### src/rtl/cpc_sixrom_pkg.sv
// rtl/cpc_sixrom_pkg.sv - shared types, constants and decode helper for the six-ROM bank controller
package cpc_sixrom_pkg;

  typedef enum logic [1:0] {IDLE, QUAL, CAPT, HOLD} wr_state_t;

  localparam int NUM_SLOTS   = 6;
  localparam int BASE_LSB    = 0;
  localparam int BASE_MSB    = 3;
  localparam int SOCK_EN_LSB = 4;
  localparam int SOCK_EN_MSB = 6;
  localparam int LOWER_EN    = 7;

  // Bit 0 = socket 01, bit 1 = socket 23, bit 2 = socket 45.
  function automatic logic [2:0] sock_onehot(input logic [1:0] sock);
    case (sock)
      2'd0:    return 3'b001;
      2'd1:    return 3'b010;
      2'd2:    return 3'b100;
      default: return 3'b000;
    endcase
  endfunction

endpackage

### src/rtl/io_wr_detect.sv
// rtl/io_wr_detect.sv - deglitched, edge-qualified capture of writes to the upper-ROM select port
module io_wr_detect
  import cpc_sixrom_pkg::*;
#(
  parameter int DEGLITCH = 2
) (
  input  logic       clk,
  input  logic       rst_n,
  input  logic       qual,
  input  logic       wr_end,
  input  logic [7:0] d,
  output logic       cap_stb,
  output logic [7:0] rom_sel
);

  localparam logic [2:0] DG = 3'(DEGLITCH);

  wr_state_t  state, state_nxt;
  logic [1:0] cnt, cnt_nxt;

  always_ff @(posedge clk or negedge rst_n) begin
    if (!rst_n) begin
      state <= IDLE;
      cnt   <= 2'd0;
    end else begin
      state <= state_nxt;
      cnt   <= cnt_nxt;
    end
  end

  always_ff @(posedge clk or negedge rst_n) begin
    if (!rst_n) begin
      rom_sel <= 8'h00;
    end else if (state == CAPT) begin
      rom_sel <= d;
    end
  end

  // HOLD waits for the strobes to release so one I/O cycle yields one capture.
  always_comb begin
    state_nxt = state;
    cnt_nxt   = cnt;
    case (state)
      IDLE: begin
        if (qual) begin
          cnt_nxt   = 2'd1;
          state_nxt = (DG <= 3'd1) ? CAPT : QUAL;
        end
      end
      QUAL: begin
        if (!qual) begin
          state_nxt = IDLE;
        end else if (({1'b0, cnt} + 3'd1) >= DG) begin
          state_nxt = CAPT;
        end else begin
          cnt_nxt = cnt + 2'd1;
        end
      end
      CAPT: state_nxt = HOLD;
      HOLD: begin
        if (wr_end) begin
          state_nxt = IDLE;
        end
      end
      default: state_nxt = IDLE;
    endcase
  end

  assign cap_stb = (state == CAPT);

endmodule

### src/rtl/rom_bank_ctrl.sv
// rtl/rom_bank_ctrl.sv - six-ROM bank select: window compare and chip-select gating
// Optional lower-ROM replacement via socket 01 image 0 when LOWER_ROM_EN is defined.
module rom_bank_ctrl
  import cpc_sixrom_pkg::*;
#(
  parameter int DEGLITCH = 2
) (
  input  logic       CLK,
  input  logic       RESET_B,
  input  logic       A15,
  input  logic       A14,
  input  logic       A13,
  input  logic [7:0] D,
  input  logic       IOREQ_B,
  input  logic       WR_B,
  input  logic       RD_B,
  input  logic       MREQ_B,
  input  logic       ROMEN_B,
  input  logic [7:0] dip,
  output logic       rom01cs_b,
  output logic       rom23cs_b,
  output logic       rom45cs_b,
  output logic       romoe_b,
  output logic       roma14,
  output logic       romdis_pre
);

  logic       qual;
  logic       wr_end;
  logic       cap_stb;
  logic [7:0] rom_sel;
  logic [3:0] base_q;
  logic [2:0] sock_en_q;
  logic [7:0] slot;
  logic       valid;
  logic [2:0] sel_cs;
  logic       hit;
  logic       upper;
  logic       lower;
  logic [2:0] cs_act;

  assign qual   = ~IOREQ_B & ~WR_B & ~A13;
  assign wr_end = IOREQ_B | WR_B;

  io_wr_detect #(
    .DEGLITCH(DEGLITCH)
  ) u_wr_detect (
    .clk    (CLK),
    .rst_n  (RESET_B),
    .qual   (qual),
    .wr_end (wr_end),
    .d      (D),
    .cap_stb(cap_stb),
    .rom_sel(rom_sel)
  );

  // DIP window is snapshotted alongside rom_sel so switch changes wait for the next capture.
  always_ff @(posedge CLK or negedge RESET_B) begin
    if (!RESET_B) begin
      base_q    <= 4'd0;
      sock_en_q <= 3'd0;
    end else if (cap_stb) begin
      base_q    <= dip[BASE_MSB:BASE_LSB];
      sock_en_q <= dip[SOCK_EN_MSB:SOCK_EN_LSB];
    end
  end

  assign slot   = rom_sel - {4'b0000, base_q};
  assign valid  = (rom_sel >= {4'b0000, base_q}) && (slot < 8'(NUM_SLOTS));
  assign sel_cs = sock_onehot(slot[2:1]);
  assign hit    = valid & |(sel_cs & sock_en_q);

  assign upper = ~ROMEN_B & A15 & A14 & hit;

`ifdef LOWER_ROM_EN
  assign lower = dip[LOWER_EN] & ~MREQ_B & ~ROMEN_B & ~A15 & ~A14;
`else
  logic unused_lower;
  assign lower        = 1'b0;
  assign unused_lower = ^{MREQ_B, dip[LOWER_EN]};
`endif

  assign cs_act = lower ? 3'b001 : (upper ? sel_cs : 3'b000);

  assign rom01cs_b  = ~cs_act[0];
  assign rom23cs_b  = ~cs_act[1];
  assign rom45cs_b  = ~cs_act[2];
  assign romoe_b    = ~((upper | lower) & ~RD_B);
  assign roma14     = lower ? 1'b0 : slot[0];
  // Held across the whole upper window, not just reads, so the internal ROM never contends.
  assign romdis_pre = (hit & A15 & A14) | lower;

endmodule

### config.mk
export PLATFORM = sky130hd
export DESIGN_NAME = rom_bank_ctrl
export DESIGN_NICKNAME = d
export VERILOG_FILES = /design/src/rtl/cpc_sixrom_pkg.sv /design/src/rtl/io_wr_detect.sv /design/src/rtl/rom_bank_ctrl.sv
export SDC_FILE = /design/constraint.sdc
export NUM_CORES = 1
export LEC_CHECK = 0
export CORE_MARGIN = 2
export CORE_UTILIZATION = 50
export CTS_CLUSTER_SIZE = 10
export DETAILED_ROUTE_END_ITERATION = 10
export GPL_TIMING_DRIVEN = 0
export PLACE_DENSITY = 0.8
export SYNTH_ARGS = -nofsm -noshare
export SYNTH_HDL_FRONTEND = slang
export SYNTH_SLANG_ARGS = --single-unit
### constraint.sdc
create_clock -name CLK -period 4.2 [get_ports CLK]
set_input_delay 1.26 -clock CLK [delete_from_list [all_inputs] [get_ports CLK]]
set_output_delay 1.26 -clock CLK [all_outputs]
set_load 0.01 [all_outputs]
==> flow_metrics.env <==
export IMPL_status="finished, final reports clean"
export IMPL_via_count=912
export IMPL_worstHoldPathType="reg2reg"
export IMPL_grt_setup_unrepaired="true"
export IMPL_worst_hold_path_endpoint="u_wr_detect.cnt[0]"
export IMPL_cts_made_buffers=3
export IMPL_synth_warning_count=0
export IMPL_placement_cell_area_um2=1450
export IMPL_timing_hold_worst_path_depth=1
export IMPL_ff2ff_setup_slack_ns=2.56
export IMPL_synth_area_leader_cell="dfrtp_1"
export IMPL_rr_worst_depth=3
export IMPL_finalCritPeriodShare_pct=97.5
export IMPL_synth_most_common_cell="dfrtp_1"
export IMPL_clk_path_buf_depth=2
export IMPL_via_per_instance_ratio=5.33
export IMPL_synth_seq_area_share_pct=42.2
export IMPL_timing_max_transition_violations_final=0
export IMPL_worst_max_slew_pin_slew_ns=0.827
export IMPL_count_of_final_hold_check_violations=0
export IMPL_worst_setup_path_end_kind="output port"
export IMPL_timing_hold_worst_start="u_wr_detect.cnt[0]"
export IMPL_fillCellCount=179
export IMPL_chipWidth_um=51.5
export IMPL_floorplan_io_pins=32
export IMPL_ffs_latches_synth=19
export IMPL_clk_insertion_delay_late_ns=0.29
export IMPL_report_final_setup_viol=0
export IMPL_critical_path_startpoint_type="register"
export IMPL_post_synth_most_frequent_cells="19 x dfrtp_1, 10 x mux2_2, 9 x inv_1"
export IMPL_avgRoutedWirePerCell_um=13.2
export IMPL_clkTransAtPathRegs_ns=0.11
export IMPL_antenna_cells_inserted=0
export IMPL_drive_gt1_share_pct=14.7
export IMPL_unique_cell_type_count_in_the_yosys_netlist=38
export IMPL_timing_critical_path_arrival_ns=2.84
export IMPL_globalRouteOverflowTotal=0
export IMPL_grt_pass1_vias=949
export IMPL_number_of_antenna_violations_at_the_first_check_in_global_routing=0
export IMPL_cts_sinks=19
export IMPL_setup_cp_type="reg2out"
export IMPL_synthesis_area_um2=1130
export IMPL_layout_cells_non_filler=171
export IMPL_chipHeight_um=51.5
export IMPL_crit_required_ns=2.94
export IMPL_p_total_mw=1.17
export IMPL_peakVddDrop_mv=0.612
export IMPL_design_die_area_um2=2650
export IMPL_fin_nets=177
export IMPL_dp_worst_setup_slack_ns=0.0849
export IMPL_synthTopCellsByArea="dfrtp_1 42%, mux2_2 10%, ha_1 6.7%, o21ai_0 3.6%, inv_1 3.0%"
export IMPL_post_route_worst_setup_slack_ns=0.104
export IMPL_antenna_left=0
export IMPL_clock_tree_from_tritoncts="yes"
export IMPL_worst_hold_slack_ns=0.487
export IMPL_finalWirelength_um=2270
export IMPL_detail_route_drc_violations=0
export IMPL_holdBufCountCts=0
export IMPL_core_area_um2=2170
export IMPL_clock_tree_root_cell="clkbuf_4"
export IMPL_post_route_cell_area_um2=1510
export IMPL_cts_htree_levels=1
export IMPL_r2r_end="u_wr_detect.rom_sel[3]"
export IMPL_num_rows=17
export IMPL_synth_top_cell_area_share_pct=42.2
export IMPL_grt_pass1_wl_um=3880
export IMPL_synth_area_per_cell_um2=10.3
export IMPL_final_worst_clock_skew_ns=0.00480
export IMPL_drtIter0Drc=14
export IMPL_groute_usage_overall_pct=19.3
export IMPL_synth_enable_flop_cells=0
export IMPL_power_per_cell_area_nw_per_um2=776
export IMPL_total_leakage_power_nw=0.625
export IMPL_finalWeightedCongestion=0.804
export IMPL_r2r_start="u_wr_detect.state[0]"
export IMPL_port_buffers=29
export IMPL_syn_to_final_growth_pct=34.1
export IMPL_relSlewSlack_pct=44.7
export IMPL_synth_fp_nets=142
export IMPL_detailed_place_hpwl_um=1760
export IMPL_grt_max_degree=20
export IMPL_dominantRegCellSynth="dfrtp_1"
export IMPL_max_cap_violations=0
export IMPL_placed_cells_incl_taps=166
export IMPL_syn_inst=109
export IMPL_tritonroute_pass_1_iters=4
export IMPL_critical_path_max_fanout=6
export IMPL_initial_utilization_pct=52.0
export IMPL_asyncSetResetFlopFracSynth_pct=100
export IMPL_achievable_frequency_mhz=244
export IMPL_post_route_min_period_ns=4.10
cells by family (layout without fill, tap and decap cells):
logic type | count (synthesis) | after routing | synth area share (%)
and+or+nand+nor | 34 | 34 | 15.7
AOI/OAI and AO/OA | 24 | 24 | 16.1
DFF | 19 | 19 | 42.2
muxes | 12 | 12 | 11.8
buffers and inverters | 11 | 45 | 3.66
adders and majority gates | 7 | 7 | 8.43
xor gates and xnor gates | 2 | 2 | 2.22
routing by layer:
| layer | global-route usage [%] | routed length [um] | vias to the layer above |
|---|---|---|---|
| li1 | - | - | 453 |
| met1 | 23.1 | 933 | 434 |
| met2 | 34.6 | 1200 | 23 |
| met3 | 4.39 | 118 | 2 |
| met4 | 5.26 | 11 | 0 |
| met5 | 0 | 0 | - |
flip-flops by register name (all words and copies together), names as in the netlist, named ones only:
signal / cells
u_wr_detect.rom_sel: 8
u_wr_detect.cnt: 2
sock_en_q: 3
u_wr_detect.state: 1
base_q: 4
layout make-up:
cell class                      instances  area [um2]  area share, %
Multi-Input combinational cell         79         627           41.5
Sequential cell                        19         475           31.5
Timing Repair Buffer                   30         305           20.2
Tap cell                               28        35.0           2.32
Inverter                                9        33.8           2.24
Clock buffer                            3        22.5           1.49
Buffer                                  2        7.51          0.497
Clock inverter                          1        5.00          0.331
where the power goes:
group / internal, mW / switching [mW] / total (mW) / leakage [nW]
clock: 0.0354 / 0.0561 / 0.0915 / 0.0177
combinational: 0.352 / 0.396 / 0.748 / 0.384
sequential: 0.271 / 0.0627 / 0.334 / 0.224
metrics by stage:
stage	setup TNS (ns)	util [%]
after floorplan	0	-
after global placement	0	67.0
after detailed placement	0	67.0
after CTS	0	68.3
after global routing	-0.0496	69.7
final	0	69.7
worst max-delay path by stage:
stage | from | endpoint | slack [ns] | depth (start not counted)
after floorplan | base_q[0] | romdis_pre | 0.89 | 7
after global placement | A14 | romdis_pre | 0.10 | 5
after detailed placement | A14 | romdis_pre | 0.08 | 5
after CTS | base_q[0] | romdis_pre | 0.04 | 8
after global routing | u_wr_detect.rom_sel[2] | romdis_pre | -0.05 | 7
final | base_q[0] | romdis_pre | 0.10 | 7
placed cells by master, fill, tap and decap left out, types with 2 or more instances in the layout:
| master | count |
|---|---|
| dlymetal6s2s_1 | 3 |
| nand3_1 | 2 |
| ha_1 | 6 |
| nor3_1 | 2 |
| mux2i_1 | 2 |
| nand4_1 | 2 |
| nor2_1 | 7 |
| nor4_1 | 2 |
| nand2_1 | 7 |
| clkdlybuf4s50_1 | 26 |
| dfrtp_1 | 19 |
| nor2b_1 | 4 |
| inv_1 | 9 |
| clkbuf_4 | 3 |
| mux2_2 | 10 |
| o21ai_0 | 8 |
| a21oi_1 | 4 |
worst max-delay path, cell delays in order (launching register included):
cell,delay (ns)
dfrtp_1,0.41
ha_1,0.21
fa_2,0.42
xor2_4,0.27
a21oi_1,0.10
a2111oi_4,0.43
and2_1,0.18
clkdlybuf4s50_1,0.53
repair_timing:
| item | in CTS | in global routing |
|---|---|---|
| gates resized for setup | 1 | 5 |
| cloned | 0 | 0 |
| pin swaps | 0 | 1 |
| buffers inserted | 0 | 1 |
| endpoints found under the setup margin | 1 | 5 |
No activity file was read; power rests on OpenSTA's default activity.
